**src/rtl/fetch_pkg.sv**
```systemverilog
// Shared fetch definitions: instruction geometry and the queued entry layout.
package fetch_pkg;

   localparam int INSTR_BYTES   = 4;
   localparam int PC_ALIGN_BITS = 2;
   localparam int PC_W          = 64;
   localparam int IW            = 32;

   typedef struct packed {
      logic [PC_W-1:0] pc;
      logic [IW-1:0]   instr;
   } fetch_entry_t;

   localparam int ENTRY_W = $bits(fetch_entry_t);

endpackage

```
**src/rtl/sync_fifo.sv**
```systemverilog
// Synchronous FIFO with arbitrary depth, flush, and same-cycle push/pop.
module sync_fifo #(
   parameter int WIDTH = 8,
   parameter int DEPTH = 4
) (
   input  logic                       clk,
   input  logic                       reset,
   input  logic                       flush,
   input  logic                       push,
   input  logic [WIDTH-1:0]           push_data,
   input  logic                       pop,
   output logic [WIDTH-1:0]           head_data,
   output logic [$clog2(DEPTH+1)-1:0] count
);

   localparam int CW = $clog2(DEPTH + 1);
   localparam int PW = (DEPTH > 1) ? $clog2(DEPTH) : 1;

   logic [WIDTH-1:0] mem [DEPTH];
   logic [PW-1:0]    rd_ptr;
   logic [PW-1:0]    wr_ptr;
   logic             do_pop;
   logic             do_push;

   function automatic logic [PW-1:0] next_ptr(input logic [PW-1:0] p);
      return (p == PW'(DEPTH - 1)) ? '0 : p + PW'(1);
   endfunction

   assign do_pop    = pop && (count != '0);
   assign do_push   = push && ((count != CW'(DEPTH)) || do_pop);
   assign head_data = mem[rd_ptr];

   always_ff @(posedge clk) begin
      if (reset || flush) begin
         rd_ptr <= '0;
         wr_ptr <= '0;
         count  <= '0;
      end else begin
         if (do_push) wr_ptr <= next_ptr(wr_ptr);
         if (do_pop)  rd_ptr <= next_ptr(rd_ptr);
         count <= count + CW'(do_push) - CW'(do_pop);
      end
   end

   always_ff @(posedge clk) begin
      if (do_push && !reset && !flush) mem[wr_ptr] <= push_data;
   end

endmodule

```
**src/rtl/fetch_buffer.sv**
```systemverilog
// Prefetching fetch front end: issues sequential fetches into a credit-limited
// queue drained by decode; redirect flushes queue and in-flight fetch.
module fetch_buffer
   import fetch_pkg::*;
#(
   parameter int                ADDR_W   = 64,
   parameter int                INSTR_W  = 32,
   parameter int                DEPTH    = 4,
   parameter logic [ADDR_W-1:0] RESET_PC = '0
) (
   input  logic                       clk,
   input  logic                       reset,
   output logic                       imem_req,
   output logic [ADDR_W-1:0]          imem_addr,
   input  logic [INSTR_W-1:0]         imem_rdata,
   input  logic                       redirect,
   input  logic [ADDR_W-1:0]          redirect_addr,
   output logic                       out_valid,
   input  logic                       out_ready,
   output logic [INSTR_W-1:0]         out_instr,
   output logic [ADDR_W-1:0]          out_pc,
   output logic [$clog2(DEPTH+1)-1:0] count
);

   localparam int CW = $clog2(DEPTH + 1);
   localparam int EW = ADDR_W + INSTR_W;

   logic [ADDR_W-1:0] fetch_pc;
   logic [ADDR_W-1:0] inflight_pc;
   logic              inflight;
   logic              pop;
   logic              push;
   logic [CW:0]       credit;
   logic [EW-1:0]     head;

   assign out_valid = (count != '0) && !redirect;
   assign pop       = out_valid && out_ready;

   // Slots already committed once this cycle's pop is accounted for.
   assign credit    = {1'b0, count} + (CW+1)'(inflight) - (CW+1)'(pop);
   assign imem_req  = !reset && !redirect && (credit < (CW+1)'(DEPTH));
   assign imem_addr = fetch_pc;
   assign push      = inflight && !redirect;

   assign {out_pc, out_instr} = head;

   always_ff @(posedge clk) begin
      if (reset) begin
         fetch_pc    <= RESET_PC;
         inflight    <= 1'b0;
         inflight_pc <= RESET_PC;
      end else if (redirect) begin
         fetch_pc <= {redirect_addr[ADDR_W-1:PC_ALIGN_BITS],
                      {PC_ALIGN_BITS{1'b0}}};
         inflight <= 1'b0;
      end else if (imem_req) begin
         fetch_pc    <= fetch_pc + ADDR_W'(INSTR_BYTES);
         inflight    <= 1'b1;
         inflight_pc <= fetch_pc;
      end else begin
         inflight <= 1'b0;
      end
   end

   sync_fifo #(
      .WIDTH (EW),
      .DEPTH (DEPTH)
   ) u_fifo (
      .clk       (clk),
      .reset     (reset),
      .flush     (redirect),
      .push      (push),
      .push_data ({inflight_pc, imem_rdata}),
      .pop       (pop),
      .head_data (head),
      .count     (count)
   );

endmodule

```
**config.mk**
```make
export PLATFORM = sky130hd
export DESIGN_NAME = fetch_buffer
export DESIGN_NICKNAME = d
export VERILOG_FILES = /design/src/rtl/fetch_pkg.sv /design/src/rtl/sync_fifo.sv /design/src/rtl/fetch_buffer.sv
export SDC_FILE = /design/constraint.sdc
export NUM_CORES = 1
export LEC_CHECK = 0
export BUFFER_PORTS_ARGS = -buffer_cell sky130_fd_sc_hd__buf_2
export CORE_MARGIN = 5
export CORE_UTILIZATION = 55
export CTS_CLUSTER_DIAMETER = 30
export CTS_CLUSTER_SIZE = 24
export DETAILED_ROUTE_END_ITERATION = 10
export GPL_TIMING_DRIVEN = 0
export PLACE_DENSITY = 0.76
export SYNTH_ARGS = -nofsm -noshare
export SYNTH_HDL_FRONTEND = slang
export SYNTH_HIERARCHICAL = 1
export SYNTH_SLANG_ARGS = --single-unit
export TNS_END_PERCENT = 5
```
**constraint.sdc**
```tcl
create_clock -name clk -period 13.7 [get_ports clk]
set_clock_uncertainty 0.05 [all_clocks]
set_input_delay 2.74 -clock clk [delete_from_list [all_inputs] [get_ports clk]]
set_output_delay 2.74 -clock clk [all_outputs]
set_load 0.02 [all_outputs]
```
Word-level counts from Yosys, hierarchy flattened
Memories as Yosys holds them, arrays and structs flattened. A register that Yosys moved wholly into a read port is not among the register bits.
Index checks and enable logic that the tools add are counted.
- register bits: 136
- bits in writable memories: 384
- input port bits: 100
- output and inout bits: 165
- word-level logic and storage cells: 46
- memories: 1
- $add $sub $neg: 7
- $lt $le $gt $ge: 1
- equality and inequality tests: 3
- muxes and demuxes: 9
- bitwise logic cells: 1
- reduce and logical (&&, ||, !) cells: 17
- memory list (memory ; depth ; bits a word ; rd ports ; clocked after Yosys merged registers in ; wr ports ; RTL line ; text):
    u_fifo.mem ; 4 ; 96 ; 1 ; 1 ; 1 ; sync_fifo.sv:19 ; logic [WIDTH-1:0] mem [DEPTH];
- operators with widths (kind ; count):
    two-way mux 64 bit ; 2
    adder 64 x 3 -> 64 bit, second input constant ; 1
    logical AND 1 bit ; 9
    two-way mux 2 bit ; 4
    adder 2 x 1 -> 2 bit, second input constant ; 2
    adder 3 x 1 -> 4 bit ; 1
    equality test 2 bit, second input constant ; 2
    less-than comparator 4 x 3 -> 1 bit, second input constant ; 1
    subtractor 4 x 1 -> 4 bit ; 1
    adder 3 x 1 -> 3 bit ; 1
    two-way mux 1 bit ; 3
    != test 3 bit, second input constant ; 1
    nonzero test 3 bit ; 1
    subtractor 3 x 1 -> 3 bit ; 1
    zero test 1 bit ; 2
    logical OR 1 bit ; 2
    AND reduction 2 bit ; 1
    nonzero test 2 bit ; 1
    OR reduction 2 bit ; 1
    inverter 1 bit ; 1

Longest topological paths before layout
- depth in word-level cells: 10
- gate-level depth with buffers: 17
- mapped depth without buffers: 13

Hierarchy
The synthesis kept the hierarchy.
- by module, submodules not included (module ; times used ; cells each ; area an instance (um^2) ; sequential area each (um^2)):
    sync_fifo ; 1 ; 553 ; 14328.7 ; 11711.2
    fetch_buffer ; 1 ; 814 ; 6286.0 ; 2502.4

Worst setup path after synthesis
Ideal clock, no wire load.
- kind: input-to-output
- start point: input port redirect
- end point: output port imem_req
- arrival time: 5.636 ns
- setup slack: 5.274 ns
- stages: 14
- path through: clkbuf_1 clkbuf_1 clkbuf_1 nor2_1 and2_1 ha_1 inv_1 ha_1 and3b_1 clkbuf_1 nor4_1 nor2_1 clkinv_1 clkbuf_1
- longest elaborated chain between the ends: 6
- elaborated cells between the ends (all ways): 7
- those cells by class: add/sub: 1; order compare: 1; reduce/logical: 5
- RTL lines (item ; RTL line ; text):
    start, declared ; fetch_buffer.sv:16 ; input logic redirect,
    zero test 1 bit ; fetch_buffer.sv:36 ; assign out_valid = (count != '0) && !redirect;
    logical AND 1 bit ; fetch_buffer.sv:36 ;
    via out_valid ; fetch_buffer.sv:18 ; output logic out_valid,
    logical AND 1 bit ; fetch_buffer.sv:37 ; assign pop = out_valid && out_ready;
    via pop ; fetch_buffer.sv:31 ; logic pop;
    subtractor 4 x 1 -> 4 bit ; fetch_buffer.sv:40 ; assign credit = {1'b0, count} + (CW+1)'(inflight) - (CW+1)'(pop);
    less-than comparator 4 x 3 -> 1 bit ; fetch_buffer.sv:41 ; assign imem_req = !reset && !redirect && (credit < (CW+1)'(DEPTH));
    logical AND 1 bit ; fetch_buffer.sv:41 ;
    end, declared ; fetch_buffer.sv:13 ; output logic imem_req,
The timed path passes the listed nets, and every way through them passes these cells.

Final worst setup path
- start point: input port redirect
- end point: output port imem_req
- longest elaborated chain between the ends: 6
- elaborated cells between the ends (all ways): 7
- those cells by class: add/sub: 1; order compare: 1; reduce/logical: 5
- RTL lines (item ; RTL line):
    zero test 1 bit ; fetch_buffer.sv:36
    logical AND 1 bit ; fetch_buffer.sv:36
    logical AND 1 bit ; fetch_buffer.sv:37
    via pop ; fetch_buffer.sv:31
    subtractor 4 x 1 -> 4 bit ; fetch_buffer.sv:40
    less-than comparator 4 x 3 -> 1 bit ; fetch_buffer.sv:41
    logical AND 1 bit ; fetch_buffer.sv:41
The timed path passes the listed nets, and every way through them passes these cells.

==> Implementation_results.wiki <==
{| class="wikitable"
! Metric !! Value
|-
| Register area share after synthesis || 68.95%
|-
| Final setup viols || 0
|-
| Pwr Total || 4207 uW
|-
| Outcome || complete, no violations
|-
| Cell count after placement || 2114
|-
| Global routing usage summed across all routing layers || 27.20%
|-
| Primary flip-flop cell chosen by synthesis mapping || edfxtp_1
|-
| H-tree depth || 3
|-
| Routed length on met3 || 5.406 mm
|-
| Top-area cell type share of the netlist area || 55.94%
|-
| Placed cell area || 0.02267 sq mm
|-
| Number of buffers added on ports || 260
|-
| Num Clock Sinks || 518
|-
| Type of the most critical hold path || reg2reg
|-
| Count of non-filler cells in the finished layout || 2308
|-
| Clk buf depth || 3
|-
| Largest net degree at the start of global routing || 57
|-
| Post-synthesis async set-or-reset flop share || 0%
|-
| Effective utilization at floorplan || 55.25%
|-
| Final wirelength || 56.60 mm
|-
| Total via count in the routed design || 14.06k
|-
| Wire length on met2 || 26.94 mm
|-
| Required time at the endpoint of the critical path || 10.91 ns
|-
| Number of ports placed on the die boundary || 265
|-
| Clock-pin transition on the worst setup and hold timing paths || 0.05 ns
|-
| Cell area after technology mapping || 0.02061 sq mm
|-
| Count of standard-cell rows || 71
|-
| Worst slew pin tran || 1.369 ns
|-
| Top layer reached by signal wires || met5
|-
| Die ar. || 0.04145 sq mm
|-
| Headroom to the max-slew limit || 7.870%
|-
| Synth warn || 6
|-
| Critical Path Source Type || input pin
|-
| Wl on met1 || 21.92 mm
|-
| Number of nets in the final layout || 1852
|-
| Count of final hold-check violations || 0
|-
| Most frequent cells after synthesis || edfxtp_1 (384), nand2_1 (182), dfxtp_1 (134), mux4_2 (96), a21oi_1 (73)
|-
| Wire length of the first global-routing pass || 85.21 mm
|-
| Cell type with the highest aggregate area in the netlist || edfxtp_1
|-
| Fraction of final layout cells sized beyond drive strength 1 || 30.99%
|-
| Number of buffers inserted to repair setup after CTS || 0
|-
| Largest fanout of any net on the critical path || 10
|-
| Fraction of the cycle the final worst path needs || 74.94%
|-
| Iter 0 DRT Violations || 1323
|-
| Area overhead of the layout relative to synthesis || 26.09%
|-
| TritonCTS clock tree || done
|-
| Summed area of non-filler cells in the final layout || 0.02599 sq mm
|-
| Most frequent cell after synthesis || edfxtp_1
|-
| CTS Root Buffer Type || clkbuf_16
|-
| Count of instances resized after the clock tree is built || 0
|-
| Hold Slack || 0.4478 ns
|-
| Worst-case vdd ir drop || 0.1142 mV
|-
| Die width || 203.6 microns
|-
| Hold buffer count at CTS || 0
|-
| Worst Path Arrival || 7.48 ns
|-
| Achievable clock frequency || 97.40 MHz
|-
| Via count of the first global-routing pass || 14.20k
|-
| Average vias per placed instance || 6.092
|-
| Type of destination of the critical path || output pin
|-
| Total CTS buffers || 98
|-
| Die height || 203.6 microns
|-
| Seq cells post-synth || 518
|-
| Synthesized instance count || 1367
|-
| Antenna violations before repair || 11
|-
| Ratio of total power to cell area || 161.9 mW/mm^2
|-
| Crit Path Category || in2out
|-
| Count of final max-slew check failures || 0
|-
| Clock latency on the worst-skew pair || 0.61 ns
|-
| Leak pwr || 0.009301 uW
|-
| Post-synth EDFFs || 384
|-
| Antenna-violating nets left || 0
|-
| Avg Inst Size Synth || 15.08 sq um
|-
| Main area contributors after synthesis || edfxtp_1 (56%), dfxtp_1 (13%), mux4_2 (10%)
|-
| Avg WL per Cell || 24.52 microns
|-
| RSZ-0062 raised after global routing || false
|-
| Post-route DRC || 0
|-
| Core region area || 0.03731 sq mm
|-
| Final HPWL DP || 37.40 mm
|-
| Final Critical Period || 10.27 ns
|-
| Total Neg Setup Slack || 0 ns
|-
| Count of distinct cell types in the synthesized netlist || 62
|-
| Drt pass-1 iters || 5
|-
| Global route total overflow || 0
|-
| Routability congestion estimate from global placement || 0.9357
|-
| Max-cap violations || 0
|}
-- cell type report --
cell class	instances	area [sq um]
flip-flops and latches	518	14210
inverters	27	101.3
diodes	11	27.53
clock buffers	110	2570
repair buffers	264	1411
well taps	474	593.1
plain buffers	87	426.7
clock inverters	73	723.2
multi-input cells	744	5927
fillers	2513	11320
-- through the flow --
step / setup slack, ns / utilization (%)
global route: 3.248 / 69.64
CTS: 3.633 / 69.59
global placement: 3.763 / 60.42
floorplan: 5.274 / -
finish: 3.433 / 69.67
detailed placement: 3.654 / 60.77
-- report_power, final --
| part | internal, uW | leakage [uW] | switching (uW) |
|---|---|---|---|
| combinational | 43.9 | 0.00284 | 91.8 |
| sequential | 1700 | 0.00485 | 33.1 |
| clock | 1480 | 0.00161 | 856 |
-- worst paths after layout --
path / startpoint / endpoint / slack, ns / cells past startpoint
worst max-delay path: redirect / imem_req / 3.43 / 16
worst min-delay path: inflight_pc[14] / u_fifo/mem[1][46] / 0.45 / 0
worst max register to register: u_fifo/count[2] / inflight_pc[56] / 9.03 / 15
worst min register to register: inflight_pc[14] / u_fifo/mem[1][46] / 0.45 / 0
-- logic make-up after synthesis --
kind of cell    Yosys count  share of synthesized area, %
compound gates          206                         6.889
xor+xnor                 15                        0.6373
fa+ha+maj                12                        0.7647
buf+inv                 114                         2.561
flops                   518                         68.95
mux                      99                         10.64
other cells               1                       0.01819
simple gates            402                         9.541
-- sequential cells by signal, indices dropped and copies added (netlist names), named ones only --
name and flops:
u_fifo/mem 384, imem_addr 62, inflight_pc 62, u_fifo/count 3
u_fifo/rd_ptr 2, u_fifo/wr_ptr 2, inflight 1
-- worst max-delay path, cell delays in order --
cell and delay, ns:
buf_2 0.12, clkbuf_1 0.35, clkbuf_1 0.53, clkbuf_1 0.56
nor2_1 0.14, and2_1 0.24, ha_1 0.19, inv_1 0.05
ha_1 0.22, and3b_1 0.17, clkbuf_1 0.15, o211a_1 0.28
nor2_1 0.62, clkinv_1 0.45, clkbuf_1 0.38, buf_2 0.26
-- routing by layer --
layer	vias to the layer above	GRT usage (%)
met5	-	0
met4	2	12.29
met3	145	7.235
met2	727	42.59
met1	7002	36.21
li1	6185	-
-- placed cells by master (no fill, tap or decap), types with 26 or more instances in the layout --
cell         n
nor2_1      59
edfxtp_1   384
clkbuf_16  100
mux4_2      96
nand2_1    182
buf_2      273
nand3_1     26
nand4_1     28
a21oi_1     73
dfxtp_1    134
clkbuf_1    68
Power figures use the tool's default switching activity.
